==> src/rtl/pet_needs_engine.sv <==
// Needs/health engine for the virtual-pet core: per-need decay on independent periods,
// user actions and heal, health drain while starving, test-mode level editing, face code.
module pet_needs_engine #(
  parameter int unsigned NUM_NEEDS     = 4,
  parameter int unsigned LEVEL_W       = 3,
  parameter int unsigned LEVEL_MAX     = 5,
  parameter int unsigned WARN_LEVEL    = 3,
  parameter int unsigned TICK_DIV      = 50000000,
  parameter int unsigned PER_W         = 7,
  parameter logic [NUM_NEEDS*PER_W-1:0] DECAY_PERIODS = {4{7'd30}},
  parameter int unsigned HEALTH_PERIOD = 10,
  parameter int unsigned FLASH_CYCLES  = 5000000
) (
  input  logic                           clk,
  input  logic                           rst,
  input  logic [NUM_NEEDS-1:0]           action,
  input  logic                           heal,
  input  logic                           test_tog,
  input  logic                           test_next,
  input  logic                           test_inc,
  input  logic                           test_dec,
  output logic [NUM_NEEDS*LEVEL_W-1:0]   levels,
  output logic [LEVEL_W-1:0]             health,
  output logic                           dead,
  output logic                           test_mode,
  output logic [2:0]                     test_sel,
  output logic [3:0]                     face,
  output logic                           sec_tick
);

  localparam int unsigned PRE_W = (TICK_DIV > 1) ? $clog2(TICK_DIV) : 1;
  localparam int unsigned HC_W  = (HEALTH_PERIOD > 1) ? $clog2(HEALTH_PERIOD) : 1;
  localparam int unsigned FL_W  = $clog2(FLASH_CYCLES + 1);
  localparam int unsigned SEL_W = 3;
  localparam logic [LEVEL_W-1:0] LMAX  = LEVEL_W'(LEVEL_MAX);
  localparam logic [LEVEL_W-1:0] LWARN = LEVEL_W'(WARN_LEVEL);

  function automatic logic [LEVEL_W-1:0] sat_inc(input logic [LEVEL_W-1:0] v);
    return (v >= LMAX) ? LMAX : v + LEVEL_W'(1);
  endfunction

  function automatic logic [LEVEL_W-1:0] sat_dec(input logic [LEVEL_W-1:0] v);
    return (v == '0) ? '0 : v - LEVEL_W'(1);
  endfunction

  logic [PRE_W-1:0]     presc_q, presc_d;
  logic                 tick_q, tick_d;
  logic [LEVEL_W-1:0]   lvl_q [NUM_NEEDS];
  logic [LEVEL_W-1:0]   lvl_d [NUM_NEEDS];
  logic [PER_W-1:0]     dcnt_q [NUM_NEEDS];
  logic [PER_W-1:0]     dcnt_d [NUM_NEEDS];
  logic [LEVEL_W-1:0]   health_q, health_d;
  logic [HC_W-1:0]      hcnt_q, hcnt_d;
  logic                 dead_q, dead_d;
  logic                 tmode_q, tmode_d;
  logic [SEL_W-1:0]     sel_q, sel_d;
  logic [3:0]           face_q, face_d;
  logic [3:0]           flash_code_q, flash_code_d;
  logic [FL_W-1:0]      flash_cnt_q, flash_cnt_d;
  logic [NUM_NEEDS-1:0] act_prev_q;
  logic [4:0]           btn_prev_q;
  logic [NUM_NEEDS-1:0] act_e;
  logic [4:0]           btn_e;
  logic                 live, run, starving, any_low, any_warn;

  // Button order in btn_*: heal, test_tog, test_next, test_inc, test_dec
  always_comb begin
    act_e        = action & ~act_prev_q;
    btn_e        = {heal, test_tog, test_next, test_inc, test_dec} & ~btn_prev_q;
    live         = !dead_q;
    run          = live && !tmode_q;
    tick_d       = (presc_q == PRE_W'(TICK_DIV - 1));
    presc_d      = tick_d ? '0 : presc_q + PRE_W'(1);
    lvl_d        = lvl_q;
    dcnt_d       = dcnt_q;
    health_d     = health_q;
    hcnt_d       = hcnt_q;
    tmode_d      = tmode_q;
    sel_d        = sel_q;
    flash_code_d = flash_code_q;
    flash_cnt_d  = (flash_cnt_q != '0) ? flash_cnt_q - FL_W'(1) : '0;
    starving     = 1'b0;
    any_low      = (health_q < LWARN);
    any_warn     = (health_q == LWARN);
    for (int i = 0; i < int'(NUM_NEEDS); i++) begin
      if (lvl_q[i] == '0) starving = 1'b1;
      if (lvl_q[i] < LWARN) any_low = 1'b1;
      if (lvl_q[i] == LWARN) any_warn = 1'b1;
    end

    // Per-need decay; an action on the same channel below overrides it
    if (run && tick_q) begin
      for (int i = 0; i < int'(NUM_NEEDS); i++) begin
        if (dcnt_q[i] == DECAY_PERIODS[i*PER_W +: PER_W] - PER_W'(1)) begin
          dcnt_d[i] = '0;
          lvl_d[i]  = sat_dec(lvl_q[i]);
        end else begin
          dcnt_d[i] = dcnt_q[i] + PER_W'(1);
        end
      end
    end

    if (run) begin
      if (!starving) begin
        hcnt_d = '0;
      end else if (tick_q) begin
        if (hcnt_q == HC_W'(HEALTH_PERIOD - 1)) begin
          hcnt_d   = '0;
          health_d = sat_dec(health_q);
        end else begin
          hcnt_d = hcnt_q + HC_W'(1);
        end
      end
    end

    if (live && btn_e[4]) begin
      hcnt_d       = '0;
      health_d     = sat_inc(health_q);
      flash_cnt_d  = FL_W'(FLASH_CYCLES);
      flash_code_d = 4'hC;
    end

    if (run && (act_e != '0)) begin
      flash_cnt_d = FL_W'(FLASH_CYCLES);
      for (int i = int'(NUM_NEEDS) - 1; i >= 0; i--) begin
        if (act_e[i]) begin
          dcnt_d[i]    = '0;
          lvl_d[i]     = sat_inc(lvl_q[i]);
          flash_code_d = 4'(i + 1);
        end
      end
    end

    // Test-mode editing; inc and dec together cancel
    if (live) begin
      if (btn_e[3]) tmode_d = !tmode_q;
      if (tmode_q) begin
        if (btn_e[2]) sel_d = (sel_q == SEL_W'(NUM_NEEDS)) ? '0 : sel_q + SEL_W'(1);
        if (btn_e[1] != btn_e[0]) begin
          if (sel_q == SEL_W'(NUM_NEEDS)) begin
            health_d = btn_e[1] ? sat_inc(health_q) : sat_dec(health_q);
          end
          for (int i = 0; i < int'(NUM_NEEDS); i++) begin
            if (sel_q == SEL_W'(i)) lvl_d[i] = btn_e[1] ? sat_inc(lvl_q[i]) : sat_dec(lvl_q[i]);
          end
        end
      end
    end

    dead_d = dead_q || (health_q == '0);
    if (dead_d) begin
      health_d = '0;
      for (int i = 0; i < int'(NUM_NEEDS); i++) lvl_d[i] = '0;
    end

    if (dead_q)                 face_d = 4'hB;
    else if (tmode_q)           face_d = 4'h7;
    else if (flash_cnt_q != '0) face_d = flash_code_q;
    else if (any_low)           face_d = 4'hA;
    else if (any_warn)          face_d = 4'h9;
    else                        face_d = 4'h8;
  end

  always_ff @(posedge clk) begin
    if (rst) begin
      presc_q      <= '0;
      tick_q       <= 1'b0;
      health_q     <= LMAX;
      hcnt_q       <= '0;
      dead_q       <= 1'b0;
      tmode_q      <= 1'b0;
      sel_q        <= '0;
      face_q       <= 4'h8;
      flash_code_q <= '0;
      flash_cnt_q  <= '0;
      act_prev_q   <= '0;
      btn_prev_q   <= '0;
      for (int i = 0; i < int'(NUM_NEEDS); i++) begin
        lvl_q[i]  <= LMAX;
        dcnt_q[i] <= '0;
      end
    end else begin
      presc_q      <= presc_d;
      tick_q       <= tick_d;
      health_q     <= health_d;
      hcnt_q       <= hcnt_d;
      dead_q       <= dead_d;
      tmode_q      <= tmode_d;
      sel_q        <= sel_d;
      face_q       <= face_d;
      flash_code_q <= flash_code_d;
      flash_cnt_q  <= flash_cnt_d;
      act_prev_q   <= action;
      btn_prev_q   <= {heal, test_tog, test_next, test_inc, test_dec};
      lvl_q        <= lvl_d;
      dcnt_q       <= dcnt_d;
    end
  end

  for (genvar g = 0; g < int'(NUM_NEEDS); g++) begin : g_levels
    assign levels[g*LEVEL_W +: LEVEL_W] = lvl_q[g];
  end

  assign health    = health_q;
  assign dead      = dead_q;
  assign test_mode = tmode_q;
  assign test_sel  = sel_q;
  assign face      = face_q;
  assign sec_tick  = tick_q;

endmodule
==> config.mk <==
export PLATFORM = sky130hd
export DESIGN_NAME = pet_needs_engine
export DESIGN_NICKNAME = d
export VERILOG_FILES = /design/src/rtl/pet_needs_engine.sv
export SDC_FILE = /design/constraint.sdc
export NUM_CORES = 1
export LEC_CHECK = 0
export ABC_CLOCK_PERIOD_IN_PS = 5600
export BUFFER_PORTS_ARGS = -buffer_cell sky130_fd_sc_hd__clkbuf_2
export CAP_MARGIN = 20
export CELL_PAD_IN_SITES_DETAIL_PLACEMENT = 1
export CELL_PAD_IN_SITES_GLOBAL_PLACEMENT = 2
export CORE_MARGIN = 5
export CORE_UTILIZATION = 41
export CTS_BUF_LIST = sky130_fd_sc_hd__clkbuf_16
export DETAILED_ROUTE_END_ITERATION = 10
export PLACE_DENSITY = 0.95
export SLEW_MARGIN = 20
export SYNTH_ARGS = -nofsm -noshare
export SYNTH_HDL_FRONTEND = slang
export SYNTH_SLANG_ARGS = --single-unit
==> constraint.sdc <==
create_clock -name clk -period 5.6 [get_ports clk]
set_input_delay 1.68 -clock clk [delete_from_list [all_inputs] [get_ports clk]]
set_output_delay 1.68 -clock clk [all_outputs]
set_load 0.02 [all_outputs]
==> impl_results.md <==
* Status: finished, final reports clean
* Synthesized area at 0.006392 sq mm
* DR iter-0 viols at 268
* Synthesized net count at approximately 810
* Period utilization at 60.52%
* Initial Utilization at 41.89%
* Slowest stage cell, crit path: xnor2_1
* IO buf count at 35
* 1st-pass router iterations at 4
* PnR worst setup slack at 2211 ps
* Setup Buffers After CTS at 0
* Unrepaired setup endpoints after global routing: no
* Register area share after synthesis at 37.27%
* Max capacitance violation total at 0
* TritonCTS Buffers at 17
* Multi-input gate area at 0.003785 sq mm
* Post-synthesis async set-or-reset flop share at 0%
* Synth Flop Type: dfxtp_1
* Via density at 5.552
* Clock slew at the register clock pins of the worst setup and hold paths at 60 ps
* Max transition margin at 37.81%
* Antenna violations before repair at 0
* Layout area overhead at 15.85%
* Fin Hold WS at 459.3 ps
* Clock Skews at approximately 6.3 ps
* Number of synthesized flops with an enable pin at 0
* Die ar. at 0.01819 sq mm
* Total vias in the final route at 5596
* H-tree levels at 4
* Post-route DRC at 0
* Fin crit period at 3389 ps
* Final setup vio count at 0
* Leakage at 2.925 nW
* CTS Sinks at 119
* CTS root buf: clkbuf_16
* Max VDD drop at 216.7 uV
* Synth Area in XOR/XNOR at 9.043%
* Crit. End Element: flip-flop
* Die width at 134.9 microns
* Worst-margin pin slew at approximately 930 ps
* Routability Congestion at 0.8726
* Cell accounting for the most synthesized area: dfxtp_1
* Crit path arrival time at 3700 ps
* Final Slew Violations at 0
* Gr ovfl total at 0
* Share of cells above drive strength 1 at 11.17%
* Largest family of logic cells by synthesized area: simple AND/OR/NAND/NOR gates
* Global-route usage over all layers at 20.22%
* Metal-1 WL at 7899 microns
* Cts repair resizes at 0
* Placement row count at 45
* CTS tree: yes
* Largest net degree at the start of global routing at 26
* Hold Path Class: reg -> reg
* Clk_lat worst skew at between 400 and 500 ps
* Met2 wire length at between 8000 and 9000 microns
* Synth Area in Compound Gates at 11.70%
* DP Wirelength at about 13000 microns
* Power Dens Cells at 321.4 mW/mm^2
* Met3 wire len at approximately 780 microns
* Synth area leaders: dfxtp_1 37%, ha_1 9.2%, nor2_1 6.9%
* Register area at 0.002382 sq mm
* Yosys warns at 0
* Adder-cell share of the synthesized area at 9.199%
* Post-synthesis mux area share at around 2.7%
* Synthesized flop and latch total at around 120
* Number of global-route vias before repair at 5899
* Post-Route WL at 17730 microns
* First-pass GRT wire length at 29630 microns
* Detail Route Antenna Nets at 0
* WL/cell at 17.59 microns
* Filler cells at 1829
* Layout Nets at 842
* Die H at 134.9 microns
* Crit-path cells: clkbuf_2 -> nand2b_1 -> xnor2_1 -> buf_4 -> nand4b_1 -> a211oi_1 -> and3b_1
* Mapped Cells at between 700 and 800
* Top Ports at 36
* Synth cell count leaders: 119 x dfxtp_1, 117 x nor2_1, 47 x ha_1, 43 x a21oi_1, 37 x nand2_1
* Netlist cell types at 56
* Simple-gate share of the synthesized area at a little over a quarter
* Syn Area/Cell at 8.478 sq um
* Core Area at 0.01526 sq mm
* Kind of start point of the critical path: input port
* CP Max Fanout at 14
* Final Hold Vio Count at 0
* WP data required at 5920 ps
* Fmax at 295.1 MHz
* TNS Setup at 0 ps
* Max stage delay on crit path at 700 ps
* Top cell type's share of synthesized area at 37.27%
* Cts hold-fix bufs at 0
* Clock Path Buffers at 2
* Top Layer Used: met4
* Pre-CTS setup slack at about 1800 ps
* CP Class: in -> reg
* Count leader, synth: dfxtp_1
* Diode count at 0
flip-flops by register name (all words and copies together) (netlist names):
name          cells
act_prev_q        4
btn_prev_q        5
dcnt_q           28
dead              1
face              4
flash_cnt_q      23
flash_code_q      4
hcnt_q            4
health            3
levels           12
presc_q          26
sec_tick          1
test_mode         1
test_sel          3
critical path: cells and delay by family:
kind                   cells  cell delay (ps)
AO/OA/AOI/OAI              1              250
XOR/XNOR                   1              700
buffers and inverters      2              380
AND/OR/NAND/NOR            3              680
layout by cell type, fill, tap and decap left out, types with 6 or more instances in the layout:
master and instances:
nor3_1 32, ha_1 47, nand3_1 32, clkbuf_2 35
nand2_1 37, nor3b_1 7, o31ai_1 8, and3_1 9
nand2b_1 9, and2_1 9, nand4_1 18, a21oi_1 43
xnor2_1 30, clkbuf_16 17, xor2_1 36, o21ai_0 20
dfxtp_1 119, mux2i_1 11, a31oi_1 8, inv_1 32
nor2_1 117, nand4b_1 6, nor4_1 9, nor2b_1 13
where the power goes:
| part | internal (W) | switching [W] | leakage [nW] |
|---|---|---|---|
| clock network | 0.000791 | 0.000419 | 0.314 |
| logic | 0.0000918 | 0.000159 | 1.64 |
| registers | 0.000880 | 0.0000398 | 0.969 |
final cells by class:
cell class	instances	area share, %
flip-flops and latches	119	32.17
clock buffers	17	5.744
clock inverters	15	3.024
well taps	211	3.565
inverters	32	1.622
repair buffers	39	2.771
multi-input cells	575	51.11
metrics by stage:
step / instances / power, W / instance area [sq um] / utilization [%]
floorplan: 754 / 0.001108 / 6392 / -
global route: 1008 / 0.002476 / 7406 / 48.54
CTS: 1008 / 0.002396 / 7395 / 48.46
finish: 1008 / 0.002380 / 7406 / 48.54
detailed placement: 976 / 0.001185 / 6745 / 44.21
global placement: 976 / 0.001171 / 6745 / 44.21
routing by layer:
layer / global-route usage, % / vias to the layer above
met5: 0 / -
li1: - / 2719
met3: 5.142 / 33
met4: 7.070 / 0
met2: 34.38 / 108
met1: 24.84 / 2736
path summary, 6_finish.rpt:
path	from	end	slack [ps]	depth (start not counted)
hold reg to reg	presc_q[0]	presc_q[0]	460	1
setup reg to reg	dead	levels[2]	2760	6
hold / removal	presc_q[0]	presc_q[0]	460	1
setup / recovery	test_inc	levels[4]	2210	7
kinds of logic (layout without fill, tap and decap cells):
family | after synthesis | count (layout)
AO/OA/AOI/OAI | 117 | 117
XOR/XNOR | 66 | 66
adder cells (fa/ha/maj) | 47 | 47
buffers and inverters | 60 | 103
flip-flops | 119 | 119
multiplexers | 16 | 16
AND/OR/NAND/NOR | 329 | 329
Power figures use the tool's default switching activity.
